### src/rtl/alu_rs_scheduler_pkg.sv
// Shared types for the ALU reservation station: instruction payload, slot entry and wakeup helpers.
// Pure declarations; no state, no timing of its own.
// Backpressure is not applicable here; flow control lives in alu_rs_scheduler.
package core_types_pkg;

    localparam int ALU_RS_DEPTH = 4;

    typedef logic [5:0] phys_reg_tag_t;
    typedef logic [4:0] ROB_index_t;

    typedef struct packed {
        logic          needed;
        logic          ready;
        phys_reg_tag_t phys_reg_tag;
    } ALU_RS_src_t;

    typedef struct packed {
        logic [3:0]    op;
        logic [1:0]    itype;
        ALU_RS_src_t   source_0;
        ALU_RS_src_t   source_1;
        phys_reg_tag_t dest_tag;
        logic [15:0]   imm16;
        ROB_index_t    ROB_index;
    } ALU_RS_input_struct_t;

    typedef struct packed {
        logic                 valid;
        ALU_RS_input_struct_t instr;
    } ALU_RS_entry_t;

    function automatic ALU_RS_src_t alu_rs_wake_src(input ALU_RS_src_t src,
                                                    input logic [1:0] wb_valid,
                                                    input phys_reg_tag_t [1:0] wb_tag);
        ALU_RS_src_t res;
        res = src;
        for (int b = 0; b < 2; b++) begin
            if (src.needed && !src.ready && wb_valid[b] && (wb_tag[b] == src.phys_reg_tag)) begin
                res.ready = 1'b1;
            end
        end
        return res;
    endfunction

    function automatic ALU_RS_input_struct_t alu_rs_wake_instr(input ALU_RS_input_struct_t ins,
                                                              input logic [1:0] wb_valid,
                                                              input phys_reg_tag_t [1:0] wb_tag);
        ALU_RS_input_struct_t res;
        res          = ins;
        res.source_0 = alu_rs_wake_src(ins.source_0, wb_valid, wb_tag);
        res.source_1 = alu_rs_wake_src(ins.source_1, wb_valid, wb_tag);
        return res;
    endfunction

    function automatic logic alu_rs_src_sat(input ALU_RS_src_t src);
        return !src.needed || src.ready;
    endfunction

endpackage

### src/rtl/alu_rs_scheduler_if.sv
// Dispatch / wakeup / issue / kill bundle between the rename stage, the scheduler and the ALU.
// Wires only; timing is defined by the modules on either side.
// Dispatch and issue use valid/ready handshakes; wakeup and kill are unconditional broadcasts.
interface alu_rs_scheduler_if;
    import core_types_pkg::*;

    logic                 dispatch_valid;
    logic                 dispatch_ready;
    ALU_RS_input_struct_t dispatch_struct;
    logic [1:0]           wb_valid;
    phys_reg_tag_t [1:0]  wb_tag;
    logic                 issue_valid;
    logic                 issue_ready;
    ALU_RS_input_struct_t issue_struct;
    logic                 kill_valid;
    ROB_index_t           kill_ROB_index;
    ROB_index_t           ROB_head_index;

    modport master (
        output dispatch_valid, dispatch_struct, wb_valid, wb_tag, issue_ready,
               kill_valid, kill_ROB_index, ROB_head_index,
        input  dispatch_ready, issue_valid, issue_struct
    );

    modport slave (
        input  dispatch_valid, dispatch_struct, wb_valid, wb_tag, issue_ready,
               kill_valid, kill_ROB_index, ROB_head_index,
        output dispatch_ready, issue_valid, issue_struct
    );

endinterface

### src/rtl/alu_rs_scheduler_select.sv
// Oldest-first picker: lowest set bit of the eligible vector, as one-hot and binary index.
// Purely combinational, zero latency.
// No backpressure; any_o tells the caller whether the outputs mean anything.
module alu_rs_select #(
    parameter  int N  = 4,
    localparam int IW = (N > 1) ? $clog2(N) : 1
) (
    input  logic [N-1:0]  eligible_i,
    output logic [N-1:0]  onehot_o,
    output logic [IW-1:0] idx_o,
    output logic          any_o
);

    always_comb begin
        onehot_o = '0;
        idx_o    = '0;
        any_o    = |eligible_i;
        // Scan from the young end so the oldest eligible slot wins last.
        for (int i = N - 1; i >= 0; i--) begin
            if (eligible_i[i]) begin
                onehot_o    = '0;
                onehot_o[i] = 1'b1;
                idx_o       = IW'(i);
            end
        end
    end

endmodule

### src/rtl/alu_rs_scheduler.sv
// Compacting ALU reservation station; slot 0 is oldest. ALU_RS_BYPASS_WAKEUP_EN lets same-cycle wakeups issue.
// Dispatch lands one edge after acceptance; wakeup-to-issue is one cycle (zero with the bypass).
// dispatch_ready drops when full, killing or in reset; issue holds until issue_ready, selection may change meanwhile.
module alu_rs_scheduler
    import core_types_pkg::*;
#(
    parameter int ALU_RS_DEPTH = core_types_pkg::ALU_RS_DEPTH
) (
    input logic              CLK,
    input logic              RST,
    alu_rs_scheduler_if.slave bus
);

    localparam int IW = (ALU_RS_DEPTH > 1) ? $clog2(ALU_RS_DEPTH) : 1;
    localparam int CW = $clog2(ALU_RS_DEPTH + 1);

    ALU_RS_entry_t           entries_q [ALU_RS_DEPTH];
    ALU_RS_entry_t           entries_d [ALU_RS_DEPTH];
    logic [CW-1:0]           count_q, count_d;
    ALU_RS_input_struct_t    woken [ALU_RS_DEPTH];
    ALU_RS_input_struct_t    disp_woken;
    ROB_index_t              age [ALU_RS_DEPTH];
    ROB_index_t              kill_age;
    logic [ALU_RS_DEPTH-1:0] survive, eligible, sel_onehot;
    logic [IW-1:0]           sel_idx;
    logic                    sel_any, fire;
    logic [CW-1:0]           pos;

    assign disp_woken = alu_rs_wake_instr(bus.dispatch_struct, bus.wb_valid, bus.wb_tag);

    always_comb begin
        kill_age = bus.kill_ROB_index - bus.ROB_head_index;
        for (int i = 0; i < ALU_RS_DEPTH; i++) begin
            woken[i]   = alu_rs_wake_instr(entries_q[i].instr, bus.wb_valid, bus.wb_tag);
            // Age relative to the ROB head makes the 5-bit wrap of ROB indices harmless.
            age[i]     = entries_q[i].instr.ROB_index - bus.ROB_head_index;
            survive[i] = entries_q[i].valid && !(bus.kill_valid && (age[i] > kill_age));
`ifdef ALU_RS_BYPASS_WAKEUP_EN
            eligible[i] = survive[i] && alu_rs_src_sat(woken[i].source_0)
                                     && alu_rs_src_sat(woken[i].source_1);
`else
            eligible[i] = survive[i] && alu_rs_src_sat(entries_q[i].instr.source_0)
                                     && alu_rs_src_sat(entries_q[i].instr.source_1);
`endif
        end
    end

    alu_rs_select #(.N(ALU_RS_DEPTH)) u_select (
        .eligible_i (eligible),
        .onehot_o   (sel_onehot),
        .idx_o      (sel_idx),
        .any_o      (sel_any)
    );

    assign bus.issue_valid    = sel_any && !RST;
    assign bus.issue_struct   = woken[sel_idx];
    assign bus.dispatch_ready = (count_q < CW'(ALU_RS_DEPTH)) && !bus.kill_valid && !RST;
    assign fire               = bus.issue_valid && bus.issue_ready;

    // Survivors that did not fire slide down in age order; a new dispatch lands right behind them.
    always_comb begin
        pos = '0;
        for (int i = 0; i < ALU_RS_DEPTH; i++) begin
            entries_d[i] = '0;
        end
        for (int i = 0; i < ALU_RS_DEPTH; i++) begin
            if (survive[i] && !(fire && sel_onehot[i])) begin
                entries_d[pos[IW-1:0]].valid = 1'b1;
                entries_d[pos[IW-1:0]].instr = woken[i];
                pos = pos + CW'(1);
            end
        end
        if (bus.dispatch_valid && bus.dispatch_ready) begin
            entries_d[pos[IW-1:0]].valid = 1'b1;
            entries_d[pos[IW-1:0]].instr = disp_woken;
            pos = pos + CW'(1);
        end
        count_d = pos;
    end

    always_ff @(posedge CLK) begin
        if (RST) begin
            count_q <= '0;
            for (int i = 0; i < ALU_RS_DEPTH; i++) begin
                entries_q[i].valid <= 1'b0;
            end
        end else begin
            entries_q <= entries_d;
            count_q   <= count_d;
        end
    end

endmodule

### src/flat_wrapper.sv
// flat-port wrapper written by rule: the top's interface ports become plain ports
module alu_rs_scheduler_flat import core_types_pkg::*;
#(
    parameter int ALU_RS_DEPTH = core_types_pkg::ALU_RS_DEPTH
)
  (CLK, RST, bus_dispatch_valid, bus_dispatch_struct, bus_wb_valid, bus_wb_tag, bus_issue_ready, bus_kill_valid, bus_kill_ROB_index, bus_ROB_head_index, bus_dispatch_ready, bus_issue_valid, bus_issue_struct);
  alu_rs_scheduler_if bus_i ();
  input logic CLK;
  input logic RST;
  input wire logic [$bits(bus_i.dispatch_valid)-1:0] bus_dispatch_valid;
  input wire logic [$bits(bus_i.dispatch_struct)-1:0] bus_dispatch_struct;
  input wire logic [$bits(bus_i.wb_valid)-1:0] bus_wb_valid;
  input wire logic [$bits(bus_i.wb_tag)-1:0] bus_wb_tag;
  input wire logic [$bits(bus_i.issue_ready)-1:0] bus_issue_ready;
  input wire logic [$bits(bus_i.kill_valid)-1:0] bus_kill_valid;
  input wire logic [$bits(bus_i.kill_ROB_index)-1:0] bus_kill_ROB_index;
  input wire logic [$bits(bus_i.ROB_head_index)-1:0] bus_ROB_head_index;
  output wire logic [$bits(bus_i.dispatch_ready)-1:0] bus_dispatch_ready;
  output wire logic [$bits(bus_i.issue_valid)-1:0] bus_issue_valid;
  output wire logic [$bits(bus_i.issue_struct)-1:0] bus_issue_struct;
  assign bus_i.dispatch_valid = bus_dispatch_valid;
  assign bus_i.dispatch_struct = bus_dispatch_struct;
  assign bus_i.wb_valid = bus_wb_valid;
  assign bus_i.wb_tag = bus_wb_tag;
  assign bus_i.issue_ready = bus_issue_ready;
  assign bus_i.kill_valid = bus_kill_valid;
  assign bus_i.kill_ROB_index = bus_kill_ROB_index;
  assign bus_i.ROB_head_index = bus_ROB_head_index;
  assign bus_dispatch_ready = bus_i.dispatch_ready;
  assign bus_issue_valid = bus_i.issue_valid;
  assign bus_issue_struct = bus_i.issue_struct;
  alu_rs_scheduler #(.ALU_RS_DEPTH(ALU_RS_DEPTH)) u_core (.CLK(CLK), .RST(RST), .bus(bus_i));
endmodule
### config.mk
export PLATFORM = sky130hd
export DESIGN_NAME = alu_rs_scheduler_flat
export DESIGN_NICKNAME = d
export VERILOG_FILES = /design/src/rtl/alu_rs_scheduler_pkg.sv /design/src/rtl/alu_rs_scheduler_if.sv /design/src/rtl/alu_rs_scheduler_select.sv /design/src/rtl/alu_rs_scheduler.sv /design/src/flat_wrapper.sv
export SDC_FILE = /design/constraint.sdc
export NUM_CORES = 1
export LEC_CHECK = 0
export CAP_MARGIN = 20
export CORE_UTILIZATION = 55
export DETAILED_ROUTE_END_ITERATION = 8
export HOLD_SLACK_MARGIN = 0.08
export PLACE_DENSITY = 0.84
export SYNTH_ARGS = -nofsm -noshare
export SYNTH_HDL_FRONTEND = slang
export SYNTH_SLANG_ARGS = --single-unit
### constraint.sdc
create_clock -name CLK -period 12.95 [get_ports CLK]
set_input_delay 1.295 -clock CLK [delete_from_list [all_inputs] [get_ports CLK]]
set_output_delay 1.295 -clock CLK [all_outputs]
set_load 0.05 [all_outputs]
Word-level counts from Yosys, hierarchy flattened --
Index checks and enable logic that the tools add are counted.
Storage, ports and cells: output and inout bits 51, bits in registers 203, logic and storage cells 282
Cells by class: equality and inequality tests 20, $add $sub $neg 9, multiplexer cells 65, reduce and logical (&&, ||, !) cells 120, bitwise gates (word level) 5, magnitude comparators 14
Operator list (number):
- bitwise mux 200 bit | 8
- demux 50 bit (select 2 bit) | 8
- two-way mux 200 bit | 4
- two-way mux 49 bit | 6
- two-way mux 50 bit | 5
- equality test 6 bit | 20
- binary-select mux 49 bit (select 2 bit) | 1
- logical AND 1 bit | 83
- zero test 1 bit | 28
- subtractor 5 bit | 5
- two-way mux 1 bit | 21
- > comparator 5 bit | 4
- two-way mux 4 bit | 4
- >= comparator 3 bit, second input constant | 5
- less-than comparator 3 x 1 -> 1 bit, second input constant | 4
- two-way mux 3 bit | 4
- inverter 2 -> 3 bit | 4
- adder 3 x 1 -> 3 bit, second input constant | 3
- logical OR 1 bit | 8
- two-way mux 2 bit | 4
- OR reduction 4 bit | 1
- less-than comparator 3 bit, second input constant | 1
- inverter 1 -> 3 bit | 1
- adder 1 x 1 -> 2 bit, second input constant | 1

Longest topological paths before layout --
Gate-level depths: netlist of run 1.
depth after elaboration 32, depth in mapped cells 26

Cells and area by module --
A second synthesis of run 1 with hierarchy kept.
Unflattened totals: cells, all modules 1486, area total of the unflattened synthesis 16432.0 µm²
Modules (own cells, without submodules):
- alu_rs_scheduler | sequential area each 5985.7 µm², area an instance 16373.2 µm², cells each 1476, instances 1
- alu_rs_select | sequential area each 0.0 µm², area an instance 58.8 µm², cells each 10, instances 1

Worst setup path after synthesis of run 1 --
OpenSTA, ideal clock, no wires.
kind in2out, from input port bus_ROB_head_index[1], to output port bus_issue_struct[33], buffers on the path 3, stages 18, data required time 11655 ps, data arrival time 5730 ps, setup slack 5925 ps, cells stage by stage inv_1 -> fa_1 -> a21o_1 -> a21oi_1 -> xnor2_1 -> ha_1 -> and3_1 -> and2_1 -> nand2_1 -> a211oi_1 -> o311ai_0 -> o31a_1 -> o21a_1 -> or3_1 -> buf_2 -> buf_4 -> buf_2 -> o21ai_0
Between the ends: word-level cells in the longest chain between the ends 15, elaborated cells on any way between the ends 37, those cells by class add/sub (5); order compare (4); mux (7); bitwise (1); reduce/logical (20)
Ends and longest elaborated chain:
- start, declared | line flat_wrapper.sv:17 | input wire logic [$bits(bus_i.ROB_head_index)-1:0] bus_ROB_head_index;
- subtractor 5 bit (on tied branches) | line alu_rs_scheduler.sv:36, alu_rs_scheduler.sv:32
- > comparator 5 bit | line alu_rs_scheduler.sv:37 | survive[i] = entries_q[i].valid && !(bus.kill_valid && (age[i] > kill_age));
- logical AND 1 bit | line alu_rs_scheduler.sv:37
- zero test 1 bit | line alu_rs_scheduler.sv:37
- logical AND 1 bit | line alu_rs_scheduler.sv:37
- logical AND 1 bit | line alu_rs_scheduler.sv:42 | eligible[i] = survive[i] && alu_rs_src_sat(entries_q[i].instr.source_0)
- logical AND 1 bit | line alu_rs_scheduler.sv:43 | && alu_rs_src_sat(entries_q[i].instr.source_1);
- two-way mux 2 bit (3 in series) | line alu_rs_scheduler_select.sv:20 | if (eligible_i[i]) begin
- two-way mux 2 bit (*) | line alu_rs_scheduler_select.sv:20
- inverter 2 -> 3 bit (implied by the code) (*) | line alu_rs_scheduler.sv:56 | assign bus.issue_struct = woken[sel_idx];
- binary-select mux 49 bit (select 2 bit) (*) | line alu_rs_scheduler.sv:56
- two-way mux 49 bit (implied by the code) (*) (2 in series) | line alu_rs_scheduler.sv:56
- end, declared | line flat_wrapper.sv:20 | output wire logic [$bits(bus_i.issue_struct)-1:0] bus_issue_struct;
Every way passes the cells marked *; elsewhere a longest branch is shown, timed or not. The select of a mux whose other input is x is not followed.

Final worst setup path of run 1 --
from input port bus_ROB_head_index[0], to output port bus_issue_struct[17]
The elaborated chain is that of the path after synthesis.

==> results.json, run 1 <==
{
  "status": "complete, but fails checks",
  "violations": "design-rule violations",
  "fp.dieH_um": 179,
  "grt_pass1_wl_mm": 89.5,
  "fin_nets": 2114,
  "initial_utilization": 0.561,
  "drive_above_1_share": 0.0887,
  "dr.max_layer_used": "met4",
  "drt-met1-wl_mm": 20.7,
  "finalSetupTns_ns": 0,
  "power_mw": 1.91,
  "ys.flop_type": "edfxtp_1",
  "ctsResizeCount": 0,
  "drt_iter0_drc": 2821,
  "slew_headroom": 0.237,
  "crit_buf_inv": 4,
  "max_cap_violations": 0,
  "area_growth_pct": 11.1,
  "synth-edff-count": 196,
  "dp_slack_ns": 4.08,
  "grt_start_max_net_pins": 77,
  "avgViaCountPerCell": 6.96,
  "cp.arrival_ns": 7.71,
  "synth-async-reset-ratio": 0,
  "ys_warn_count": 0,
  "die-area_um2": 32100,
  "diodes": 0,
  "synth_top_area_cell": "edfxtp_1",
  "wire_per_inst_um": 24.1,
  "rsz0062_at_grt": "no",
  "cts-hold-fix-buffers": 0,
  "port_buffers": 128,
  "postCtsSetupBuffers": 0,
  "gp_congestion": 0.976,
  "seq_area_frac_synth": 0.347,
  "hold_slack_ns": 0.761,
  "antenna_found_initial": 0,
  "antenna_left": 0,
  "grt_pass1_vias": 16200,
  "worstSetupStartpointType": "primary input",
  "netlist.area_leader.share": 0.341,
  "synth_area_leaders": "edfxtp_1, nand2_1, nor2_1",
  "synth_cells": 2019,
  "vias": 16700,
  "drt-pass1-iter-count": 9,
  "path_delay_family": "buffers and inverters",
  "slew_violations": 0,
  "wl_met2_mm": 26.2,
  "gr-total-overflow": 0,
  "hp-class": "reg -> reg",
  "pwr_density_cell_nw_per_um2": 99.6,
  "track_usage": 0.357,
  "path_cells": "clkdlybuf4s50_1 -> ha_1 -> inv_1 -> fa_1 -> a21o_1 -> a21oi_1 -> xnor2_1 -> ha_1 -> and3_1 -> and2_1 -> nor3b_1 -> o311ai_0 -> o31a_1 -> o21a_1 -> or3_4 -> buf_4 -> mux2_2 -> nor2_1 -> a21oi_1 -> clkdlybuf4s50_1",
  "hold_viol": 0,
  "clk_pin_slew_worst_paths_ns": 0.05,
  "netlist_area_um2": 17300,
  "met3_length_mm": 7.80,
  "end_kind": "output pin",
  "syn-num-nets": 2144,
  "cpMaxStageDelayCell": "clkdlybuf4s50_1",
  "ios": 129,
  "clock-sinks": 201,
  "worst_slack_ns": 3.94,
  "worst-path-max-fanout": 52,
  "ys_types": 70,
  "p_leak_nw": 7.37,
  "synth.avg_cell_area_um2": 8.55,
  "coreArea_um2": 30700,
  "rows": 64,
  "fmax_mhz": 111,
  "required_ns": 11.65,
  "cts_tree": "done",
  "cts_buffers": 24,
  "setup_viol": 0,
  "dpl_cell_area_um2": 18400,
  "ys_top_cells_by_count": "nand2_1, nor2_1, edfxtp_1, a21oi_1, clkbuf_1",
  "critPathMaxStageDelay_ns": 0.87,
  "layout_worst_path_cycle_share": 0.695,
  "irDropWorstVdd_v": 0.000111,
  "fin_worst_skew_ns": 0.0183,
  "final_area_um2": 19200,
  "synth.most_common_cell": "nand2_1",
  "finalWirelength_mm": 57.9,
  "htreeDepth": 1,
  "ys_ff_latch": 201,
  "worstMarginPinSlew_ns": 1.14,
  "die_w_um": 179,
  "place.detailed.hpwl_mm": 34.4,
  "drc": 12,
  "min_period_ns": 9.01,
  "clockRootBuffer": "clkbuf_16",
  "clock_latency_ns": 0.53,
  "path_class": "in -> out",
  "cts_buffer_depth": 3
}
[area by class of cell]
type                       instances  area [µm²]
clock inverter                     7        80.1
clock buffer                      37         671
multi-input combinational       1573       10300
inverter                          34         133
timing repair buffer             155        1480
fill                            2525       11600
tap                              396         495
sequential                       201        5990
[registers in the layout (all words and copies together), names as in the netlist]
register	count
u_core.count_q	1
u_core.entries_q	200
[path summary, 6_finish.rpt]
check                             start  cells after the start               endpoint  slack, ns
hold / removal     u_core.entries_q[25]                      2  u_core.entries_q[175]       0.76
setup / recovery  bus_ROB_head_index[0]                     20   bus_issue_struct[17]       3.94
setup reg to reg  u_core.entries_q[150]                     22  u_core.entries_q[197]       5.39
hold reg to reg    u_core.entries_q[25]                      2  u_core.entries_q[175]       0.76
[where the power goes]
| group | total [mW] | switching [mW] | internal, mW |
|---|---|---|---|
| registers | 0.798 | 0.0447 | 0.754 |
| clock network | 0.672 | 0.278 | 0.394 |
| logic | 0.440 | 0.272 | 0.169 |
[layer usage]
layer | vias up | global-route usage
met5 | - | 0
met4 | 0 | 0.189
met3 | 286 | 0.0740
met2 | 1434 | 0.560
met1 | 7719 | 0.462
li1 | 7291 | -
[cell families (layout without fill, tap and decap cells)]
logic type                 after synthesis  after routing  synth area share
AOI/OAI and AO/OA                      528            528             0.197
xor gates and xnor gates               145            145            0.0753
adders and majority gates               47             47            0.0367
buffers and inverters                  245            233            0.0605
DFF                                    201            201             0.347
muxes                                  146            146             0.100
and+or+nand+nor                        707            707             0.183
[cells in the final DEF (no fill, tap or decap), types with 27 or more instances in the layout]
cell type | synthesis | final
a211oi_1 | 51 | 51
a21oi_1 | 165 | 165
a22oi_1 | 34 | 34
a31oi_1 | 52 | 52
and3_1 | 51 | 50
buf_4 | 8 | 27
clkdlybuf4s50_1 | 0 | 128
edfxtp_1 | 196 | 196
ha_1 | 41 | 41
inv_1 | 33 | 32
mux2_2 | 46 | 46
mux2_4 | 41 | 41
mux2i_1 | 51 | 50
nand2_1 | 228 | 224
nand3_1 | 125 | 125
nor2_1 | 223 | 221
o211ai_1 | 64 | 64
o21ai_0 | 65 | 64
o31ai_1 | 51 | 51
xnor2_1 | 94 | 94
xor2_1 | 48 | 48
[stage by stage]
| stage | cells | util |
|---|---|---|
| after CTS | 2403 | 0.624 |
| after global placement | 2359 | 0.599 |
| after floorplan | 2019 | - |
| after global routing | 2403 | 0.624 |
| final | 2403 | 0.624 |
| after detailed placement | 2359 | 0.599 |
[worst min-delay path: cells and delay by family (launching register included)]
kind / cells / cell delay (ns)
compound gates: 2 / 0.23
flops: 1 / 0.42
Power figures use the tool's default switching activity.
==> run 2: changes to the inputs <==
--- a/config.mk
+++ b/config.mk
@@ -9,7 +9,7 @@
 export CORE_UTILIZATION = 55
 export DETAILED_ROUTE_END_ITERATION = 8
 export HOLD_SLACK_MARGIN = 0.08
-export PLACE_DENSITY = 0.84
+export PLACE_DENSITY = 0.87
 export SYNTH_ARGS = -nofsm -noshare
 export SYNTH_HDL_FRONTEND = slang
 export SYNTH_SLANG_ARGS = --single-unit
==> constraint.sdc (replaced) <==
create_clock -name CLK -period 7.7 [get_ports CLK]
set_input_delay 0.77 -clock CLK [delete_from_list [all_inputs] [get_ports CLK]]
set_output_delay 0.77 -clock CLK [all_outputs]
set_load 0.05 [all_outputs]
==> run 2 against run 1 <==
  * Global-route usage down 0.19 points
  * The flow still finishes with violations (design-rule violations)
  * Non-clock buffer count up 19
  * Largest power group unchanged
  * Utilization grew 1.0 points
  * Clock skew up 0.0090 ns
  * Flip-flop and latch count did not move
==> results.json, run 2 (synthesis gave the netlist of run 1 again) <==
{
  "status": "complete, but fails checks",
  "violations": "design-rule violations",
  "fmax_mhz": 138,
  "area_growth_pct": 13.0,
  "hold_path_depth": 2,
  "worstReg2RegStart": "u_core.entries_q[150]",
  "die-area_um2": 32100,
  "top_register": "u_core.entries_q",
  "min_period_ns": 7.26,
  "fin_nets": 2134,
  "drt_iter0_drc": 3226,
  "hold_slack_ns": 0.764,
  "clk_pin_slew_worst_paths_ns": 0.06,
  "largest_register_ff_count": 200,
  "rrSetupSlack_ns": 1.54,
  "p_leak_nw": 7.54,
  "antenna_found_initial": 0,
  "hold_viol": 0,
  "clock_latency_ns": 0.56,
  "coreArea_um2": 30700,
  "wire_per_inst_um": 24.0,
  "dp_slack_ns": 0.555,
  "rsz0062_at_grt": "no",
  "drt-pass1-iter-count": 9,
  "worstHoldStart": "u_core.entries_q[16]",
  "die_w_um": 179,
  "layout_common_cells": "nand2_1, nor2_1, edfxtp_1, a21oi_1, clkdlybuf4s50_1",
  "path_class": "in -> out",
  "ios": 129,
  "grt_pass1_vias": 16100,
  "track_usage": 0.355,
  "hp-class": "reg -> reg",
  "clockRootBuffer": "clkbuf_16",
  "avgViaCountPerCell": 6.96,
  "finalWirelength_mm": 58.2,
  "place.detailed.hpwl_mm": 35.2,
  "final_common_cell": "nand2_1",
  "clock-sinks": 201,
  "cts_buffer_depth": 3,
  "setup_viol": 0,
  "cts_tree": "done",
  "cp.arrival_ns": 6.49,
  "port_buffers": 128,
  "postCtsSetupBuffers": 0,
  "fin_worst_skew_ns": 0.0273,
  "critPathLaunch": "bus_ROB_head_index[0]",
  "worst-path-max-fanout": 34,
  "final_area_um2": 19500,
  "critPathMaxStageDelay_ns": 0.72,
  "path_cells": "clkdlybuf4s50_1 -> ha_1 -> inv_1 -> fa_1 -> a21o_1 -> a21oi_1 -> xnor2_1 -> ha_1 -> and3_1 -> and2_1 -> nor3b_1 -> o311ai_0 -> o31a_1 -> o21a_1 -> or3_4 -> buf_4 -> mux2_2 -> nor2_1 -> a21oi_1 -> clkdlybuf4s50_1",
  "layout_worst_path_cycle_share": 0.943,
  "required_ns": 6.93,
  "reg.largest.list": "u_core.entries_q (200), u_core.count_q (1)",
  "worst_slack_ns": 0.437,
  "initial_utilization": 0.561,
  "rr_endpoint": "u_core.entries_q[169]",
  "fp.dieH_um": 179,
  "min_delay_worst_endpoint": "u_core.entries_q[166]",
  "slew_headroom": 0.275,
  "reg2regPathDepth": 21,
  "cts-hold-fix-buffers": 0,
  "rows": 64,
  "grt_start_max_net_pins": 121,
  "place_inst": 2377,
  "gp_congestion": 0.946,
  "grt_pass1_wl_mm": 88.9,
  "max_cap_violations": 0,
  "drc": 14,
  "dpl_cell_area_um2": 18700,
  "end_kind": "output pin",
  "post-route-util": 0.634,
  "antenna_left": 0,
  "power_mw": 3.28,
  "htreeDepth": 1,
  "ctsResizeCount": 0,
  "fillCellCount": 2463,
  "instances_no_fill": 2424,
  "drive_above_1_share": 0.101,
  "cpMaxStageDelayCell": "clkdlybuf4s50_1",
  "cts_buffers": 25,
  "finalSetupTns_ns": 0,
  "pwr_density_cell_nw_per_um2": 168,
  "slew_violations": 0,
  "worstMarginPinSlew_ns": 1.09,
  "vias": 16900,
  "gr-total-overflow": 0,
  "diodes": 0,
  "irDropWorstVdd_v": 0.000139,
  "worstSetupStartpointType": "primary input"
}
[run 2: changes by cell type in the layout (fill, tap and decap cells not counted), sizes merged]
cell	before	now
clkinvlp	0	2
clkinv	5	9
clkbuf	37	32
inv	34	35
buf	27	46
[run 2: report_power, final]
part	internal, mW	leakage [nW]	switching, mW
Clock	0.694	0.396	0.506
Sequential	1.27	2.06	0.0748
Combinational	0.286	5.08	0.453
Total	2.25	7.54	1.03
[run 2: cell type report]
class                      instances  area (µm²)  area share
inverter                          34         133     0.00680
timing repair buffer             174        1730      0.0890
multi-input combinational       1573       10300       0.530
clock buffer                      32         682      0.0350
tap                              396         495      0.0254
clock inverter                    14         134     0.00687
sequential                       201        5990       0.307
[run 2: per-layer routing]
layer | share of wire | wire, µm | up-vias | GRT usage
li1 | - | - | 7328 | -
met1 | 0.36 | 21200 | 7805 | 0.461
met2 | 0.45 | 26200 | 1464 | 0.562
met3 | 0.14 | 8040 | 282 | 0.0729
met4 | 0.049 | 2870 | 0 | 0.176
met5 | 0 | 0 | - | 0
[run 2: critical path, delay by kind of cell]
kind	cells	cell delay, ns
AO/OA/AOI/OAI	6	1.22
XOR/XNOR	1	0.29
adder cells (fa/ha/maj)	3	0.95
buffers and inverters	4	1.75
multiplexers	1	0.37
AND/OR/NAND/NOR	5	1.14
[run 2: worst max path at each step]
stage	end	slack (ns)	cells past startpoint
floorplan	bus_issue_struct[33]	1.72	18
global placement	bus_issue_struct[20]	0.70	20
detailed placement	bus_issue_struct[31]	0.55	20
CTS	bus_issue_struct[7]	0.51	20
global route	bus_issue_struct[7]	0.09	20
finish	bus_issue_struct[7]	0.44	20
